### src/rtl/ro_pkg.sv
// Shared types and default sizing for the readout event packer.
// Timestamp storage is only built when RO_TIMESTAMP_EN is defined.
package ro_pkg;

   localparam int RO_N_CH       = 19;
   localparam int RO_CH_W       = 5;
   localparam int RO_TS_W       = 12;
   localparam int RO_FIFO_DEPTH = 8;

   typedef logic [RO_CH_W-1:0] ro_ch_t;

   typedef struct packed {
      ro_ch_t               ch;
      logic                 pol;
      logic [RO_TS_W-1:0]   ts;
   } ro_event_t;

endpackage

### src/rtl/onehot_index.sv
// Encodes a one-hot slot vector into a channel index and flags vectors
// with no bit set (none) or more than one bit set (multi).
module onehot_index
   import ro_pkg::*;
#(
   parameter int N = RO_N_CH,
   parameter int W = RO_CH_W
) (
   input  logic [N-1:0] i_vec,
   output logic [W-1:0] o_index,
   output logic         o_multi,
   output logic         o_none
);

   logic w_seen;

   // Any set bit seen after a previous one marks the vector as multi-hot.
   always_comb begin
      o_index = '0;
      o_multi = 1'b0;
      w_seen  = 1'b0;
      for (int i = 0; i < N; i++) begin
         if (i_vec[i]) begin
            if (w_seen) begin
               o_multi = 1'b1;
            end
            w_seen  = 1'b1;
            o_index = W'(i);
         end
      end
   end

   assign o_none = ~|i_vec;

endmodule

### src/rtl/ro_event_packer.sv
// Collects spikes from the shared tristate readout lines, tags them with the
// owning channel (and a timestamp when RO_TIMESTAMP_EN is defined) and queues them.
module ro_event_packer
   import ro_pkg::*;
#(
   parameter int N_CH       = RO_N_CH,
   parameter int CH_W       = RO_CH_W,
   parameter int TS_W       = RO_TS_W,
   parameter int FIFO_DEPTH = RO_FIFO_DEPTH
) (
   input  logic            clk_master,
   input  logic            reset,
   input  logic [N_CH-1:0] gray,
   input  logic            bus_eve,
   input  logic            bus_pol_eve,
   input  logic            ev_ready,
   output logic            ev_valid,
   output logic [CH_W-1:0] ev_channel,
   output logic            ev_pol,
   output logic [TS_W-1:0] ev_ts,
   output logic            err_gray,
   output logic            overflow
);

   localparam int AW = $clog2(FIFO_DEPTH);

   logic            r_capEve;
   logic            r_capPol;
   logic [N_CH-1:0] r_grayPrev;
   logic            r_errGray;
   logic            r_overflow;

   logic [N_CH-1:0] w_diff;
   logic [CH_W-1:0] w_ch;
   logic            w_multi;
   logic            w_none;
   logic            w_push;
   logic            w_pop;
   logic            w_full;
   logic            w_empty;
   logic            w_accept;

   logic [AW:0]     r_wrPtr;
   logic [AW:0]     r_rdPtr;
   logic [AW-1:0]   w_wrIdx;
   logic [AW-1:0]   w_rdIdx;

   logic [CH_W-1:0]       r_memCh [FIFO_DEPTH];
   logic [FIFO_DEPTH-1:0] r_memPol;

`ifdef RO_TIMESTAMP_EN
   logic [TS_W-1:0] r_tsCnt;
   logic [TS_W-1:0] r_memTs [FIFO_DEPTH];
`endif

   // Drivers release the bus only after the falling edge, so sampling here is hold-safe.
   always_ff @(negedge clk_master or posedge reset) begin
      if (reset) begin
         r_capEve <= 1'b0;
         r_capPol <= 1'b0;
      end else begin
         r_capEve <= bus_eve;
         r_capPol <= bus_pol_eve;
      end
   end

   assign w_diff = gray ^ r_grayPrev;

   onehot_index #(
      .N (N_CH),
      .W (CH_W)
   ) u_slotDecode (
      .i_vec   (w_diff),
      .o_index (w_ch),
      .o_multi (w_multi),
      .o_none  (w_none)
   );

   assign w_empty  = (r_wrPtr == r_rdPtr);
   assign w_full   = (r_wrPtr[AW] != r_rdPtr[AW]) && (r_wrPtr[AW-1:0] == r_rdPtr[AW-1:0]);
   assign w_push   = !w_none && !w_multi && r_capEve;
   assign w_pop    = !w_empty && ev_ready;
   assign w_accept = w_push && (!w_full || w_pop);
   assign w_wrIdx  = r_wrPtr[AW-1:0];
   assign w_rdIdx  = r_rdPtr[AW-1:0];

   // Slot history and the sticky error flags; both flags clear only on reset.
   always_ff @(posedge clk_master or posedge reset) begin
      if (reset) begin
         r_grayPrev <= '0;
         r_errGray  <= 1'b0;
         r_overflow <= 1'b0;
      end else begin
         r_grayPrev <= gray;
         if (w_multi) begin
            r_errGray <= 1'b1;
         end
         if (w_push && w_full && !w_pop) begin
            r_overflow <= 1'b1;
         end
      end
   end

`ifdef RO_TIMESTAMP_EN
   always_ff @(posedge clk_master or posedge reset) begin
      if (reset) begin
         r_tsCnt <= '0;
      end else begin
         r_tsCnt <= r_tsCnt + TS_W'(1);
      end
   end
`endif

   // Show-ahead FIFO: contents are cleared on reset so the head reads zero.
   always_ff @(posedge clk_master or posedge reset) begin
      if (reset) begin
         r_wrPtr  <= '0;
         r_rdPtr  <= '0;
         r_memPol <= '0;
         for (int i = 0; i < FIFO_DEPTH; i++) begin
            r_memCh[i] <= '0;
`ifdef RO_TIMESTAMP_EN
            r_memTs[i] <= '0;
`endif
         end
      end else begin
         if (w_accept) begin
            r_memCh[w_wrIdx]  <= w_ch;
            r_memPol[w_wrIdx] <= r_capPol;
`ifdef RO_TIMESTAMP_EN
            r_memTs[w_wrIdx]  <= r_tsCnt;
`endif
            r_wrPtr <= r_wrPtr + (AW+1)'(1);
         end
         if (w_pop) begin
            r_rdPtr <= r_rdPtr + (AW+1)'(1);
         end
      end
   end

   assign ev_valid   = !w_empty;
   assign ev_channel = r_memCh[w_rdIdx];
   assign ev_pol     = r_memPol[w_rdIdx];
`ifdef RO_TIMESTAMP_EN
   assign ev_ts      = r_memTs[w_rdIdx];
`else
   assign ev_ts      = '0;
`endif
   assign err_gray   = r_errGray;
   assign overflow   = r_overflow;

endmodule

### config.mk
export PLATFORM = sky130hd
export DESIGN_NAME = ro_event_packer
export DESIGN_NICKNAME = d
export VERILOG_FILES = /design/src/rtl/ro_pkg.sv /design/src/rtl/onehot_index.sv /design/src/rtl/ro_event_packer.sv
export SDC_FILE = /design/constraint.sdc
export NUM_CORES = 1
export LEC_CHECK = 0
export ABC_AREA = 1
export CORE_MARGIN = 5
export CORE_UTILIZATION = 60
export CTS_BUF_LIST = sky130_fd_sc_hd__clkbuf_16
export DETAILED_ROUTE_END_ITERATION = 8
export GPL_TIMING_DRIVEN = 0
export PLACE_DENSITY = 0.88
export SYNTH_ARGS = -nofsm -noshare
export SYNTH_HDL_FRONTEND = slang
export SYNTH_SLANG_ARGS = --single-unit
### constraint.sdc
create_clock -name clk_master -period 5.85 [get_ports clk_master]
set_clock_uncertainty 0.05 [all_clocks]
set_input_delay 1.17 -clock clk_master [delete_from_list [all_inputs] [get_ports clk_master]]
set_output_delay 1.17 -clock clk_master [all_outputs]
set_load 0.005 [all_outputs]
-- Yosys cells after proc, flatten, opt, wreduce, memory -nomap -nowiden
Cells that the tools add are included.
- output and inout bits: 21
- register bits after elaboration: 79
- logic and storage cells: 128
- input bits: 24
- $lt $le $gt $ge: 6
- eq/ne operators: 3
- add/subtract/negate cells: 2
- mux-type cells: 83
- reduce and logical (&&, ||, !) cells: 15
- bitwise logic cells: 3
- operators by type and width (operator ; count):
    1-bit two-way mux ; 57
    40-bit bitwise mux ; 1
    4-bit two-way mux ; 8
    5-bit two-way mux ; 6
    19-bit OR reduction ; 1
    19-bit XOR ; 1
    5-bit binary-select mux with 3-bit select ; 1
    5-bit demux with 3-bit select ; 1
    3-bit two-way mux ; 4
    1-bit logical AND ; 9
    4-bit by 1-bit adder with 4-bit output (second input constant) ; 2
    8-bit bitwise mux ; 1
    4-bit >= comparator (second input constant) ; 2
    3-bit by 4-bit < comparator with 1-bit output (second input constant) ; 2
    3-bit NOT with 4-bit output ; 2
    4-bit == test ; 1
    1-bit zero test ; 4
    4-bit by 1-bit < comparator with 1-bit output (second input constant) ; 1
    2-bit two-way mux ; 2
    1-bit binary-select mux with 3-bit select ; 1
    1-bit demux with 3-bit select ; 1
    3-bit == test ; 1
    3-bit by 1-bit >= comparator with 1-bit output (second input constant) ; 1
    1-bit logical OR ; 1
    1-bit inequality test ; 1

-- Longest topological paths before layout
Gate-level depths: netlist of run 1.
- depth after elaboration: 43
- depth in mapped cells: 21
- mapped depth without buffers: 21

-- By module
A second synthesis of run 1 with hierarchy kept.
- cell total of the unflattened synthesis: 510
- area total of the unflattened synthesis: 4136.5 um2
- by module, submodules not included (module ; times used ; cells each ; seq. area each (um2) ; area each (um2)):
    ro_event_packer ; 1 ; 428 ; 1976.9 ; 3774.9
    onehot_index ; 1 ; 82 ; 0.0 ; 361.6

==> results of run 1 <==
report_power, final:
| part | internal, mW | leakage, nW | switching, mW |
|---|---|---|---|
| logic | 0.206 | 1.13 | 0.291 |
| registers | 0.569 | 0.993 | 0.0327 |
| clock network | 0.457 | 0.177 | 0.216 |
| total | 1.23 | 2.30 | 0.539 |
state kept, by name (all words and copies together) (netlist names):
name	cells
r_memPol	8
r_capEve	1
r_memCh	40
r_grayPrev	19
overflow	1
r_capPol	1
r_rdPtr	4
err_gray	1
r_wrPtr	4
cell type report:
class | count | share of cell area
inverter | 37 | 0.0298
sequential | 79 | 0.409
multi-input combinational | 365 | 0.368
clock buffer | 9 | 0.0466
clock inverter | 7 | 0.0282
tap | 77 | 0.0199
timing repair buffer | 33 | 0.0704
buffer | 22 | 0.0280
through the flow:
step	setup WS, ps	instance area [um^2]
global route	908	4830
floorplan	900	4040
global placement	66.7	4450
finish	1080	4830
CTS	1010	4830
detailed placement	668	4470
cells in the final DEF (no fill, tap or decap), types with 9 or more instances in the layout:
master	n
nand2_1	147
dfrtp_1	77
nor2_1	55
o21ai_0	44
inv_1	32
clkdlybuf4s50_1	32
xnor2_1	16
o21ai_1	14
buf_4	12
conb_1	12
nand3_1	11
nand2_2	9
clkbuf_1	9
clkbuf_16	9
kinds of logic after synthesis:
| kind of cell | count (synthesis) | synth area share |
|---|---|---|
| flops | 79 | 0.495 |
| fa+ha+maj | 2 | 0.00627 |
| xor+xnor | 24 | 0.0564 |
| other cells | 1 | 0.000940 |
| buf+inv | 59 | 0.0690 |
| simple gates | 242 | 0.254 |
| compound gates | 85 | 0.118 |
tightest hold or removal path, stage by stage (launching register included):
cell	delay (ps)
dfrtp_1	340
nand2_1	50
nand2_1	60
layer usage:
metal  up-vias  share of wire  global-route usage  routed length [um]
li1       1668              -                   -                   -
met1      1632           0.40               0.292                3890
met2       143           0.49               0.404                4740
met3        30          0.069              0.0512                 665
met4         0          0.034               0.148                 323
met5         -              0                   0                   0
final timing paths:
| kind | end | slack [ps] |
|---|---|---|
| min in group asynchronous | r_memCh[38]$_DFFE_PP0P_ | 1340 |
| setup / recovery | r_capEve$_DFF_NP0_ | 1080 |
| max in group clk_master | r_memCh[1]$_DFFE_PP0P_ | 1220 |
| hold reg to reg | r_memCh[10]$_DFFE_PP0P_ | 430 |
| setup reg to reg | r_memCh[1]$_DFFE_PP0P_ | 1220 |
| hold / removal | r_memCh[10]$_DFFE_PP0P_ | 430 |
==> out/metrics.csv, run 1 <==
metric,value,unit
ANT nets after route,0,
initial antenna violation count,0,
Post-synth ARST share,1.00,
Worst-Skew Late Latency,340,ps
peak supply drop,228,uV
worst setup path start,reset,
die height,91.6,um
IO Pins,45,
HP Class,reg2reg,
total grt overflow,0,
kind of critical path,in2async,
first-pass GRT wire length,16000,um
ranking of synthesized cells by area,"dfrtp_1 (48%), nand2_1 (14%), o21ai_0 (5.5%), nor2_1 (5.2%), xnor2_1 (3.5%)",
hold_ws,431,ps
GRT Total Usage,0.244,
Unique masters post-synth,36,
Syn Area/Cell,8.11,um^2
CP max FO,42,
Detailed Routing Iterations Pass 1,6,
drt total wl,9620,um
multi-input logic area,1780,um^2
largest net degree at the start of global routing,43,
Vias,3473,
RSZ-0062 raised after global routing,false,
nets,573,
PortBufs,32,
die area,8380,um^2
Antenna Cells,0,
Crit Reg-Reg Startpoint,r_capEve$_DFF_NP0_,
Worst path top cell family by delay,buffers and inverters,
CTS H-Tree Depth,3,
CP Depth,2,
via/cell ratio,5.52,
slew margin rel.,0.382,
buffer and inverter count on the worst path,2,
Initial DRC Count,296,
vias in the first global route,3465,
"Seq/Total Area, Yosys",0.495,
Fin. Hold Viols,0,
Crit path arrival time,2260,ps
Setup-failing EPs final,0,
Yosys warnings,0,
critical path's slowest cell,clkinvlp_4,
outcome,completed,
"EDFF count, synth",0,
Worst-Margin Slew,925,ps
setup bufs post-CTS,0,
Worst setup EP type,asynchronous set/reset pin,
Initial Utilization,0.621,
DIE WIDTH,91.6,um
cts bufs inserted,9,
cts repair resizes,0,
Clock Sinks,79,
Rows,29,
Final Max Tran Viols,0,
# DRC,0,
CP peak stage delay,620,ps
Worst Reg-to-Reg Cells,7,
hpwl dp,6670,um
Worst-path clk slew,60,ps
placed cells,613,
GP Congestion,0.904,
FF/Latch Area,1980,um^2
CTS Buffer Depth,2,
root buffer cell,clkbuf_16,
P&R area growth vs syn,21.1,%
core area,6420,um^2
Final Power,1.77,mW
total power divided by cell area,366,nW/um^2
Leak,2.30,nW
layout cells sized above 1,0.111,
most frequent cells after synthesis,"nand2_1 (147), dfrtp_1 (77), nor2_1 (55)",
hold-fix buffers at CTS,0,
CP cell instances,clkdlybuf4s50_1 -> clkinvlp_4,
Synth Register Bits,79,
maxcap violations,0,
Synth top area share,0.483,
Critical Path RT,3340,ps
Min-Delay Path Depth,2,
biggest area consumer among synthesized cells,dfrtp_1,
top_reg_cell synth,dfrtp_1,
Mapped Cells,492,
total negative slack,0,ps
Worst setup SP type,primary input,
fill count,461,
Avg WL per Cell,15.3,um
most frequent cell after synthesis,nand2_1,
worst hold start,r_memCh[10]$_DFFE_PP0P_,
TritonCTS clock tree,built,
Non-Filler Instances,629,
synthesized area,3990,um^2
fin util,0.753,
Note: power is estimated with default switching activity, not from simulation.
==> run 2, diff against run 1 <==
--- a/config.mk
+++ b/config.mk
@@ -7,11 +7,11 @@
 export LEC_CHECK = 0
 export ABC_AREA = 1
 export CORE_MARGIN = 5
-export CORE_UTILIZATION = 60
+export CORE_UTILIZATION = 56
 export CTS_BUF_LIST = sky130_fd_sc_hd__clkbuf_16
 export DETAILED_ROUTE_END_ITERATION = 8
 export GPL_TIMING_DRIVEN = 0
-export PLACE_DENSITY = 0.88
+export PLACE_DENSITY = 0.84
 export SYNTH_ARGS = -nofsm -noshare
 export SYNTH_HDL_FRONTEND = slang
 export SYNTH_SLANG_ARGS = --single-unit
==> constraint.sdc (replaced) <==
create_clock -name clk_master -period 4.7 [get_ports clk_master]
set_clock_uncertainty 0.05 [all_clocks]
set_input_delay 0.94 -clock clk_master [delete_from_list [all_inputs] [get_ports clk_master]]
set_output_delay 0.94 -clock clk_master [all_outputs]
set_load 0.005 [all_outputs]
==> run 2 against run 1 <==
  * Combinational power rose by 24%
  * Sequential share of layout area is 0.42 points higher
  * Sequential power grew 24%
  * Clock power hardly changed
  * Via count shrank 1.0%
  * Total power grew 15%
  * Flip-flop and latch count did not move
  * First-iteration DRC count down 30%
  * Cell count up 3.0%
  * Non-clock buffer count unchanged
  * Final area is 1.0% lower
  * Setup slack got worse by 490 ps
  * Critical path type unchanged
  * Largest cell class unchanged
==> out/metrics.csv, run 2 (same netlist as run 1, synthesis figures left out) <==
metric,value,unit,change
cts bufs inserted,9,,unchanged
Crit Reg-Reg Startpoint,r_capEve$_DFF_NP0_,,
Final Power,2.04,mW,+15%
slew margin rel.,0.393,,+0.0102
worst hold start,overflow$_DFFE_PP0P_,,
total power divided by cell area,426,nW/um^2,+16%
drt total wl,9320,um,-3.1%
IO Pins,45,,unchanged
Crit path arrival time,2320,ps,+60 ps
hpwl dp,6680,um,+0.17%
Worst Reg-to-Reg Cells,7,,unchanged
PortBufs,32,,unchanged
kind of critical path,in2async,,
"most common cell after layout, fill and taps aside",nand2_1,,
Worst-Margin Slew,909,ps,-15.3 ps
Final Max Tran Viols,0,,unchanged
cts repair resizes,0,,unchanged
Largest Register,r_memCh,,
hold-fix buffers at CTS,0,,unchanged
Reg2Reg Setup Slack,750,ps,-470 ps
hold path endpoint,overflow$_DFFE_PP0P_,,
Antenna Cells,0,,unchanged
die area,8920,um^2,+6.4%
# DRC,0,,unchanged
CTS H-Tree Depth,3,,unchanged
Fin. Hold Viols,0,,unchanged
Avg WL per Cell,14.4,um,-6.0%
first-pass GRT wire length,15300,um,-4.9%
DP Worst Slack,168,ps,-500 ps
Top Registers,"r_memCh x40, r_grayPrev x19, r_memPol x8",,
peak supply drop,244,uV,+6.9%
Initial DRC Count,206,,-30%
GRT Total Usage,0.221,,-0.0231
DIE WIDTH,94.4,um,+3.1%
nets,573,,unchanged
initial antenna violation count,0,,unchanged
RSZ-0062 raised after global routing,false,,
Crit Reg-Reg Endpoint,r_memPol[3]$_DFFE_PP0P_,,
multi-input logic area,1780,um^2,unchanged
Worst-path clk slew,60,ps,about the same
die height,94.4,um,+3.1%
layout cells sized above 1,0.111,,unchanged
placed cells,632,,+3.1%
Min-Delay Path Depth,1,,-1
Leak,2.26,nW,-1.7%
root buffer cell,clkbuf_16,,
largest net degree at the start of global routing,43,,unchanged
ANT nets after route,0,,unchanged
maxcap violations,0,,unchanged
core area,6870,um^2,+7.0%
Worst setup EP type,asynchronous set/reset pin,,
max FFs per register,40,,unchanged
fill count,561,,+22%
Worst-Skew Late Latency,340,ps,about the same
Detailed Routing Iterations Pass 1,5,,-1
vias in the first global route,3362,,-3.0%
via/cell ratio,5.31,,-3.9%
P&R area growth vs syn,19.9,%,
total grt overflow,0,,unchanged
setup bufs post-CTS,0,,unchanged
GP Congestion,0.893,,-1.3%
Clock Sinks,79,,unchanged
total negative slack,0,ps,unchanged
most frequent cells in the layout,"nand2_1 (147), dfrtp_1 (77), nor2_1 (55)",,
Critical Path RT,2910,ps,-430 ps
CP max FO,42,,unchanged
"Worst Setup Slack, final",596,ps,-485 ps
TritonCTS clock tree,built,,
Setup-failing EPs final,0,,unchanged
fin util,0.697,,-0.0561
FF/Latch Area,1980,um^2,unchanged
Initial Utilization,0.581,,-0.0404
Rows,30,,+3.4%
Vias,3438,,-1.0%
Non-Filler Instances,648,,+3.0%
outcome,completed,,
Worst setup SP type,primary input,,
HP Class,reg2reg,,
CTS Buffer Depth,2,,unchanged
[run 2: worst max-delay path by stage]
stage | cells after the start | start | to
finish | 3 | reset | r_capEve$_DFF_NP0_
global route | 3 | reset | r_capEve$_DFF_NP0_
detailed placement | 3 | reset | r_capEve$_DFF_NP0_
CTS | 3 | reset | r_capEve$_DFF_NP0_
floorplan | 1 | reset | r_capEve$_DFF_NP0_
global placement | 2 | reset | r_capEve$_DFF_NP0_
[run 2: area by class of cell]
class | instances | share of cell area
Buffer | 22 | 0.0282
Clock buffer | 9 | 0.0471
Clock inverter | 7 | 0.0133
Inverter | 37 | 0.0301
Multi-Input combinational cell | 365 | 0.372
Sequential cell | 79 | 0.413
Tap cell | 96 | 0.0251
Timing Repair Buffer | 33 | 0.0711
[run 2: where the power goes]
group / switching, mW / internal [mW] / total (mW)
combinational: 0.359 / 0.257 / 0.616
sequential: 0.0402 / 0.708 / 0.748
clock: 0.270 / 0.406 / 0.676
[run 2: worst max-delay path, cell delays in order]
cell	delay [ps]
clkdlybuf4s50_1	440
clkinvlp_4	610
buf_12	300
[run 2: per-stage QoR]
step	hold slack, ps	area, um^2
floorplan	394	4040
global placement	405	4480
detailed placement	410	4500
CTS	427	4790
global route	438	4790
finish	423	4790
[run 2: routing by layer]
layer / track usage / vias up / part of all wire
met5: 0 / - / 0
met1: 0.265 / 1614 / 0.40
met4: 0.0878 / 0 / 0.026
li1: - / 1667 / -
met3: 0.0542 / 25 / 0.074
met2: 0.382 / 132 / 0.50
==> run 3, diff against run 2 <==
--- a/config.mk
+++ b/config.mk
@@ -9,6 +9,7 @@
 export CORE_MARGIN = 5
 export CORE_UTILIZATION = 56
 export CTS_BUF_LIST = sky130_fd_sc_hd__clkbuf_16
+export CTS_CLUSTER_DIAMETER = 60
 export DETAILED_ROUTE_END_ITERATION = 8
 export GPL_TIMING_DRIVEN = 0
 export PLACE_DENSITY = 0.84
==> constraint.sdc (replaced) <==
create_clock -name clk_master -period 4.53 [get_ports clk_master]
set_clock_uncertainty 0.05 [all_clocks]
set_input_delay 0.906 -clock clk_master [delete_from_list [all_inputs] [get_ports clk_master]]
set_output_delay 0.906 -clock clk_master [all_outputs]
set_load 0.005 [all_outputs]
==> results of run 3 <==
Same layout as run 2 (identical final DEF). Status: completed.
Main changes from that run: setup slack after placement 168 ps -> 117 ps; setup slack after layout 596 ps -> 545 ps; register-to-register setup slack 750 ps -> 660 ps; total power 2.04 mW -> 2.12 mW; worst IR drop on VDD 244 uV -> 253 uV
